$ cat src/rtl/decode_stage.sv
// rtl/decode_stage.sv - registered RISC-V decode stage with one-entry skid buffer and flush
// Optional DECODE_ILLEGAL_EN adds a registered out_illegal flag alongside the payload.
module decode_stage #(
  parameter int XLEN = 32
) (
  input  logic            clk,
  input  logic            reset,
  input  logic            flush,
  input  logic            in_valid,
  output logic            in_ready,
  input  logic [31:0]     in_inst,
  input  logic [XLEN-1:0] in_pc,
  output logic            out_valid,
  input  logic            out_ready,
  output logic [XLEN-1:0] out_pc,
  output logic [6:0]      out_opcode,
  output logic [4:0]      out_rd,
  output logic [4:0]      out_rs1,
  output logic [4:0]      out_rs2,
  output logic [2:0]      out_funct3,
  output logic [6:0]      out_funct7,
  output logic            out_bit20,
  output logic            out_bit30,
  output logic [XLEN-1:0] out_imm
`ifdef DECODE_ILLEGAL_EN
  ,
  output logic            out_illegal
`endif
);

  localparam logic [6:0] OP_LUI    = 7'b0110111;
  localparam logic [6:0] OP_AUIPC  = 7'b0010111;
  localparam logic [6:0] OP_JAL    = 7'b1101111;
  localparam logic [6:0] OP_BRANCH = 7'b1100011;
  localparam logic [6:0] OP_STORE  = 7'b0100011;
`ifdef DECODE_ILLEGAL_EN
  localparam logic [6:0] OP_JALR   = 7'b1100111;
  localparam logic [6:0] OP_LOAD   = 7'b0000011;
  localparam logic [6:0] OP_IMM    = 7'b0010011;
  localparam logic [6:0] OP_OP     = 7'b0110011;
  localparam logic [6:0] OP_MISC   = 7'b0001111;
  localparam logic [6:0] OP_SYSTEM = 7'b1110011;
`endif

  typedef struct packed {
    logic [XLEN-1:0] pc;
    logic [6:0]      opcode;
    logic [4:0]      rd;
    logic [4:0]      rs1;
    logic [4:0]      rs2;
    logic [2:0]      funct3;
    logic [6:0]      funct7;
    logic            bit20;
    logic            bit30;
    logic [XLEN-1:0] imm;
`ifdef DECODE_ILLEGAL_EN
    logic            illegal;
`endif
  } payload_t;

  payload_t   dec;
  logic [31:0] imm32;

  logic     m_valid_q, m_valid_d;
  logic     s_valid_q, s_valid_d;
  logic     in_ready_q, in_ready_d;
  payload_t m_q, m_d;
  payload_t s_q, s_d;

  logic accept;
  logic drain;

  // Every immediate format carries its sign in bit 31, so build 32 bits then sign-extend.
  always_comb begin
    imm32 = '0;
    case (in_inst[6:0])
      OP_STORE:          imm32 = {{21{in_inst[31]}}, in_inst[30:25], in_inst[11:7]};
      OP_JAL:            imm32 = {{12{in_inst[31]}}, in_inst[19:12], in_inst[20], in_inst[30:21], 1'b0};
      OP_LUI, OP_AUIPC:  imm32 = {in_inst[31:12], 12'b0};
      OP_BRANCH:         imm32 = {{20{in_inst[31]}}, in_inst[7], in_inst[30:25], in_inst[11:8], 1'b0};
      default:           imm32 = {{21{in_inst[31]}}, in_inst[30:20]};
    endcase
  end

  always_comb begin
    dec        = '0;
    dec.pc     = in_pc;
    dec.opcode = in_inst[6:0];
    dec.rd     = in_inst[11:7];
    dec.rs1    = (in_inst[6:0] == OP_LUI) ? 5'd0 : in_inst[19:15];
    dec.rs2    = in_inst[24:20];
    dec.funct3 = in_inst[14:12];
    dec.funct7 = in_inst[31:25];
    dec.bit20  = in_inst[20];
    dec.bit30  = in_inst[30];
    dec.imm    = XLEN'($signed(imm32));
`ifdef DECODE_ILLEGAL_EN
    dec.illegal = (in_inst[1:0] != 2'b11) ||
                  !(in_inst[6:0] inside {OP_LUI, OP_AUIPC, OP_JAL, OP_JALR, OP_BRANCH, OP_LOAD,
                                         OP_STORE, OP_IMM, OP_OP, OP_MISC, OP_SYSTEM}) ||
                  ((in_inst[6:0] == OP_JALR) && (in_inst[14:12] != 3'b000));
`endif
  end

  assign accept = in_valid && in_ready_q;
  assign drain  = m_valid_q && out_ready;

  // in_ready is low whenever S is full, so an accept never coincides with a valid S.
  always_comb begin
    m_valid_d = m_valid_q;
    s_valid_d = s_valid_q;
    m_d       = m_q;
    s_d       = s_q;
    if (flush) begin
      m_valid_d = 1'b0;
      s_valid_d = 1'b0;
    end else if (!m_valid_q || drain) begin
      if (s_valid_q) begin
        m_d       = s_q;
        m_valid_d = 1'b1;
        s_valid_d = 1'b0;
      end else if (accept) begin
        m_d       = dec;
        m_valid_d = 1'b1;
      end else begin
        m_valid_d = 1'b0;
      end
    end else if (accept) begin
      s_d       = dec;
      s_valid_d = 1'b1;
    end
    in_ready_d = !s_valid_d;
  end

  always_ff @(posedge clk or posedge reset) begin
    if (reset) begin
      m_valid_q  <= 1'b0;
      s_valid_q  <= 1'b0;
      in_ready_q <= 1'b1;
    end else begin
      m_valid_q  <= m_valid_d;
      s_valid_q  <= s_valid_d;
      in_ready_q <= in_ready_d;
    end
  end

  always_ff @(posedge clk) begin
    m_q <= m_d;
    s_q <= s_d;
  end

  assign in_ready   = in_ready_q;
  assign out_valid  = m_valid_q;
  assign out_pc     = m_q.pc;
  assign out_opcode = m_q.opcode;
  assign out_rd     = m_q.rd;
  assign out_rs1    = m_q.rs1;
  assign out_rs2    = m_q.rs2;
  assign out_funct3 = m_q.funct3;
  assign out_funct7 = m_q.funct7;
  assign out_bit20  = m_q.bit20;
  assign out_bit30  = m_q.bit30;
  assign out_imm    = m_q.imm;
`ifdef DECODE_ILLEGAL_EN
  assign out_illegal = m_q.illegal;
`endif

endmodule

$ cat config.mk
export PLATFORM = sky130hd
export DESIGN_NAME = decode_stage
export DESIGN_NICKNAME = d
export VERILOG_FILES = /design/src/rtl/decode_stage.sv
export SDC_FILE = /design/constraint.sdc
export NUM_CORES = 1
export LEC_CHECK = 0
export BUFFER_PORTS_ARGS = -buffer_cell sky130_fd_sc_hd__buf_2
export CELL_PAD_IN_SITES_DETAIL_PLACEMENT = 2
export CELL_PAD_IN_SITES_GLOBAL_PLACEMENT = 2
export CORE_MARGIN = 1.5
export CORE_UTILIZATION = 30
export CTS_CLUSTER_DIAMETER = 50
export DETAILED_ROUTE_END_ITERATION = 8
export HOLD_SLACK_MARGIN = 0.15
export PLACE_DENSITY_LB_ADDON = 0.1
export REMOVE_ABC_BUFFERS = 1
export SLEW_MARGIN = 40
export SYNTH_ARGS = -nofsm -noshare
export SYNTH_HDL_FRONTEND = slang
export SYNTH_SLANG_ARGS = --single-unit
$ cat constraint.sdc
create_clock -name clk -period 13 [get_ports clk]
set_clock_uncertainty 0.15 [all_clocks]
set_input_delay 2.6 -clock clk [delete_from_list [all_inputs] [get_ports clk]]
set_output_delay 2.6 -clock clk [all_outputs]
set_load 0.005 [all_outputs]
==> Implementation_results.wiki <==
{| class="wikitable"
! Metric !! Value
|-
| Family of cells with the greatest summed delay on the critical path || buffers and inverters
|-
| Area fraction in compound gates after synthesis || 4.62%
|-
| Number of sinks handled by clock tree synthesis || between 150 and 200
|-
| Main combinational cell family by area after synthesis || multiplexers
|-
| # nets final || ~630
|-
| Antenna violations before repair || 1
|-
| H-tree depth reported by CTS || 4
|-
| Area growth syn-to-layout || 23.8%
|-
| Final HPWL DP || 10,900 um
|-
| Crit-path max FO || 57
|-
| Number of cell rows || 57
|-
| Setup bufs post-CTS || 0
|-
| Clk slew on worst S/H paths || 0.08 ns
|-
| Cell area after placement || roughly 8700 um^2
|-
| CP Data Required Time || roughly 13 ns
|-
| Upper clock frequency limit || 0.233 GHz
|-
| Summed instance area of the synthesized netlist || 7480 um^2
|-
| Clock latency on the worst-skew pair || between 0.4 and 0.5 ns
|-
| Root buffer cell || sky130_fd_sc_hd__clkbuf_16
|-
| Multiplexer area fraction after synthesis || 12.2%
|-
| Post-cts repair resize count || 0
|-
| Source of the worst hold timing path || s_q[43]$_DFFE_PP_
|-
| Final cycle utilization of the critical path || 33.1%
|-
| Worst path cell trace || buf_2 -> nand2b_1 -> inv_1 -> nor3_2 -> buf_4 -> buf_6
|-
| Final standard cell area without fillers || slightly above 9000 um^2
|-
| Synthesized netlist cell count || 389
|-
| Fraction of layout instances using a drive strength above 1 || 51.6%
|-
| Capture point of the worst reg-to-reg path || out_imm[27]$_DFFE_PP_
|-
| Critical path startpoint category || input pin
|-
| Largest net degree at the start of global routing || 77
|-
| 1st-iter DRT viols || roughly 160
|-
| Count of pins over their slew limit || 0
|-
| Fraction of the mapped netlist area in simple logic gates || between 3 and 4%
|-
| Worst Path Class, Setup || in -> reg
|-
| CTS tree || built
|-
| Hold Vio Cnt, Final || 0
|-
| Met3 wire len || between 700 and 800 um
|-
| Max rail drop VDD || between 0.06 and 0.07 mV
|-
| Placeable core region || 24,400 um^2
|-
| Worst Tran Pin Value || 0.887 ns
|-
| Vias per Instance || ~4.5
|-
| Average routed wire per standard cell || between 15 and 20 um
|-
| Number of failing setup endpoints in the final timing report || 0
|-
| Status || completed
|-
| Max Cap Viol || 0
|-
| P_leak || roughly 3.4 nW
|-
| Die W || approximately 160 um
|-
| Hold crit path type || reg -> reg
|-
| Portion of the post-synthesis area used by sequential elements || 77.3%
|-
| Crit path DAT || 4.21 ns
|-
| Via count of the first global-routing pass || 4,474
|-
| Buffer depth of the longest clock path || 2
|-
| Slowest Stage Delay on Critical Path || 0.56 ns
|-
| EDFF count, synth || 190
|-
| Master of the slowest instance on the critical path || sky130_fd_sc_hd__buf_6
|-
| Reg2Reg Depth || 4
|-
| Number of vias after detailed routing || 4,061
|-
| Final core utilization || 38.0%
|-
| Routed length on met2 || 8340 um
|-
| CTS buffer count || 17
|-
| Die area || between 20,000 and 30,000 um^2
|-
| Cell Pwr Density || 142 nW/um^2
|-
| Fin Setup TNS || 0 ns
|-
| IO Port Bufs || 168
|-
| Synthesis-stage register bit count || 193
|-
| Remaining global-route overflow || 0
|-
| Metal-1 WL || 7860 um
|-
| Post-route antenna net violation count || 0
|-
| Die extent in y || 161 um
|-
| Post-layout total power || 1.31 mW
|-
| Final GP Congestion || 0.692
|-
| Slack of the worst reg-to-reg path || 10.33 ns
|-
| Worst slew margin || between 40 and 50%
|-
| Post-synth ARST share || 1.55%
|-
| Worst path bufs/invs || 4
|-
| Global routing usage summed across all routing layers || a little over an eighth
|-
| Number of warnings reported in the yosys synthesis log || 0
|-
| Remaining DRCs || 0
|-
| Hold Buf Count CTS || 0
|-
| Synthesized-area fraction occupied by xor and xnor cells || less than 1%
|-
| Adder-cell share of the synthesized area || 0%
|-
| Final worst path period need || 4.30 ns
|-
| Critical register-to-register path startpoint || s_valid_q$_DFF_PP0_
|-
| RSZ-0062 raised after global routing || false
|-
| Main flop type after synthesis || sky130_fd_sc_hd__edfxtp_1
|-
| Top layer in use || met4
|-
| Hold Path End || out_funct3[2]$_DFFE_PP_
|-
| Number of iterations in the first detailed-routing pass || 4
|-
| CP Capture Type || flop
|-
| Library cells used by synthesis || 34
|-
| Routed wire length || 17,100 um
|-
| Hold Path Cell Cnt || 1
|-
| Effective utilization at floorplan || 30.7%
|-
| Mapped Avg Cell Area || 19.2 um^2
|-
| IO Pins || 169
|-
| Wire length of the first global-routing pass || 26,700 um
|}
[through the flow]
step	hold slack, ns	setup WS (ns)	std cells
2_1_floorplan	0.349	2.92	369
3_5_place_dp	0.366	8.00	868
3_3_place_gp	0.359	8.08	866
6_report	0.372	8.70	901
4_1_cts	0.380	8.46	900
5_1_grt	0.394	8.56	900
[worst max path at each step]
stage               depth (start not counted)                      end       from  slack [ns]
floorplan                                   2         s_q[0]$_DFFE_PP_  out_ready        2.92
global placement                            6    out_imm[26]$_DFFE_PP_  out_ready        8.08
detailed placement                          6    out_imm[28]$_DFFE_PP_  out_ready        8.00
CTS                                         6  out_funct7[6]$_DFFE_PP_  out_ready        8.46
global route                                6  out_funct3[0]$_DFFE_PP_  out_ready        8.56
finish                                      6    out_imm[27]$_DFFE_PP_  out_ready        8.70
[cell usage in the layout, fill, tap and decap left out, types with 4 or more instances in the layout]
cell,instances
sky130_fd_sc_hd__edfxtp_1,190
sky130_fd_sc_hd__buf_2,168
sky130_fd_sc_hd__mux2_2,81
sky130_fd_sc_hd__a21o_1,22
sky130_fd_sc_hd__clkbuf_16,17
sky130_fd_sc_hd__nor2b_1,14
sky130_fd_sc_hd__a221o_1,8
sky130_fd_sc_hd__inv_1,6
sky130_fd_sc_hd__and2_1,6
sky130_fd_sc_hd__o21ai_0,5
sky130_fd_sc_hd__a22o_1,5
sky130_fd_sc_hd__nand2_1,4
sky130_fd_sc_hd__inv_6,4
sky130_fd_sc_hd__clkinv_4,4
sky130_fd_sc_hd__inv_8,4
sky130_fd_sc_hd__buf_4,4
[sequential cells by signal (all words and copies together) (netlist names)]
signal	cells
out_opcode	7
out_valid	1
out_imm	31
in_ready	1
out_funct3	3
s_q	95
out_rd	5
out_pc	32
out_rs1	5
out_rs2	5
out_funct7	7
s_valid_q	1
[kinds of logic (layout without fill, tap and decap cells)]
logic type                Yosys count  in the layout
AOI/OAI and AO/OA                  44             44
xor gates and xnor gates            1              1
buffers and inverters              26            213
DFF                               193            193
muxes                              81             81
other                               0              1
and+or+nand+nor                    44             44
[routing by layer]
layer / GRT usage, % / up-vias
li1: - / 1878
met1: 17.8 / 2068
met2: 22.5 / 105
met3: 3.59 / 10
met4: 4.04 / 0
met5: 0 / -
[Yosys cell counts (2+ instances only)]
cell                       instances  area, um^2
sky130_fd_sc_hd__and2_1            6        37.5
sky130_fd_sc_hd__nand3_1           3        15.0
sky130_fd_sc_hd__mux2_2           81         912
sky130_fd_sc_hd__a221o_1           8        80.1
sky130_fd_sc_hd__dfrtp_1           2        50.1
sky130_fd_sc_hd__a22o_1            5        43.8
sky130_fd_sc_hd__a21oi_1           3        15.0
sky130_fd_sc_hd__nand2b_1          2        12.5
sky130_fd_sc_hd__or3_1             2        12.5
sky130_fd_sc_hd__clkbuf_1          4        15.0
sky130_fd_sc_hd__buf_1             2        7.51
sky130_fd_sc_hd__inv_1             6        22.5
sky130_fd_sc_hd__buf_6             3        33.8
sky130_fd_sc_hd__nor2b_1          14        87.6
sky130_fd_sc_hd__o21ai_0           5        25.0
sky130_fd_sc_hd__nor3_1            2        10.0
sky130_fd_sc_hd__buf_4             4        30.0
sky130_fd_sc_hd__nand2_1           4        15.0
sky130_fd_sc_hd__buf_2             7        35.0
sky130_fd_sc_hd__a21o_1           22         165
sky130_fd_sc_hd__edfxtp_1        190        5710
sky130_fd_sc_hd__nor2_1            2        7.51
[final cells by class]
| type | count | area (um^2) |
|---|---|---|
| multi-input cells | 170 | 1570 |
| diodes | 1 | 2.50 |
| repair buffers | 175 | 905 |
| fillers | 2463 | 15100 |
| clock inverters | 12 | 115 |
| flip-flops and latches | 193 | 5790 |
| inverters | 6 | 22.5 |
| clock buffers | 20 | 457 |
| well taps | 324 | 405 |
[report_power, final]
part           switching (mW)  internal [mW]  leakage [nW]
registers             0.00637          0.708          1.78
clock network           0.251          0.265         0.284
logic                  0.0427         0.0385          1.37
Note: power is estimated with default switching activity, not from simulation.
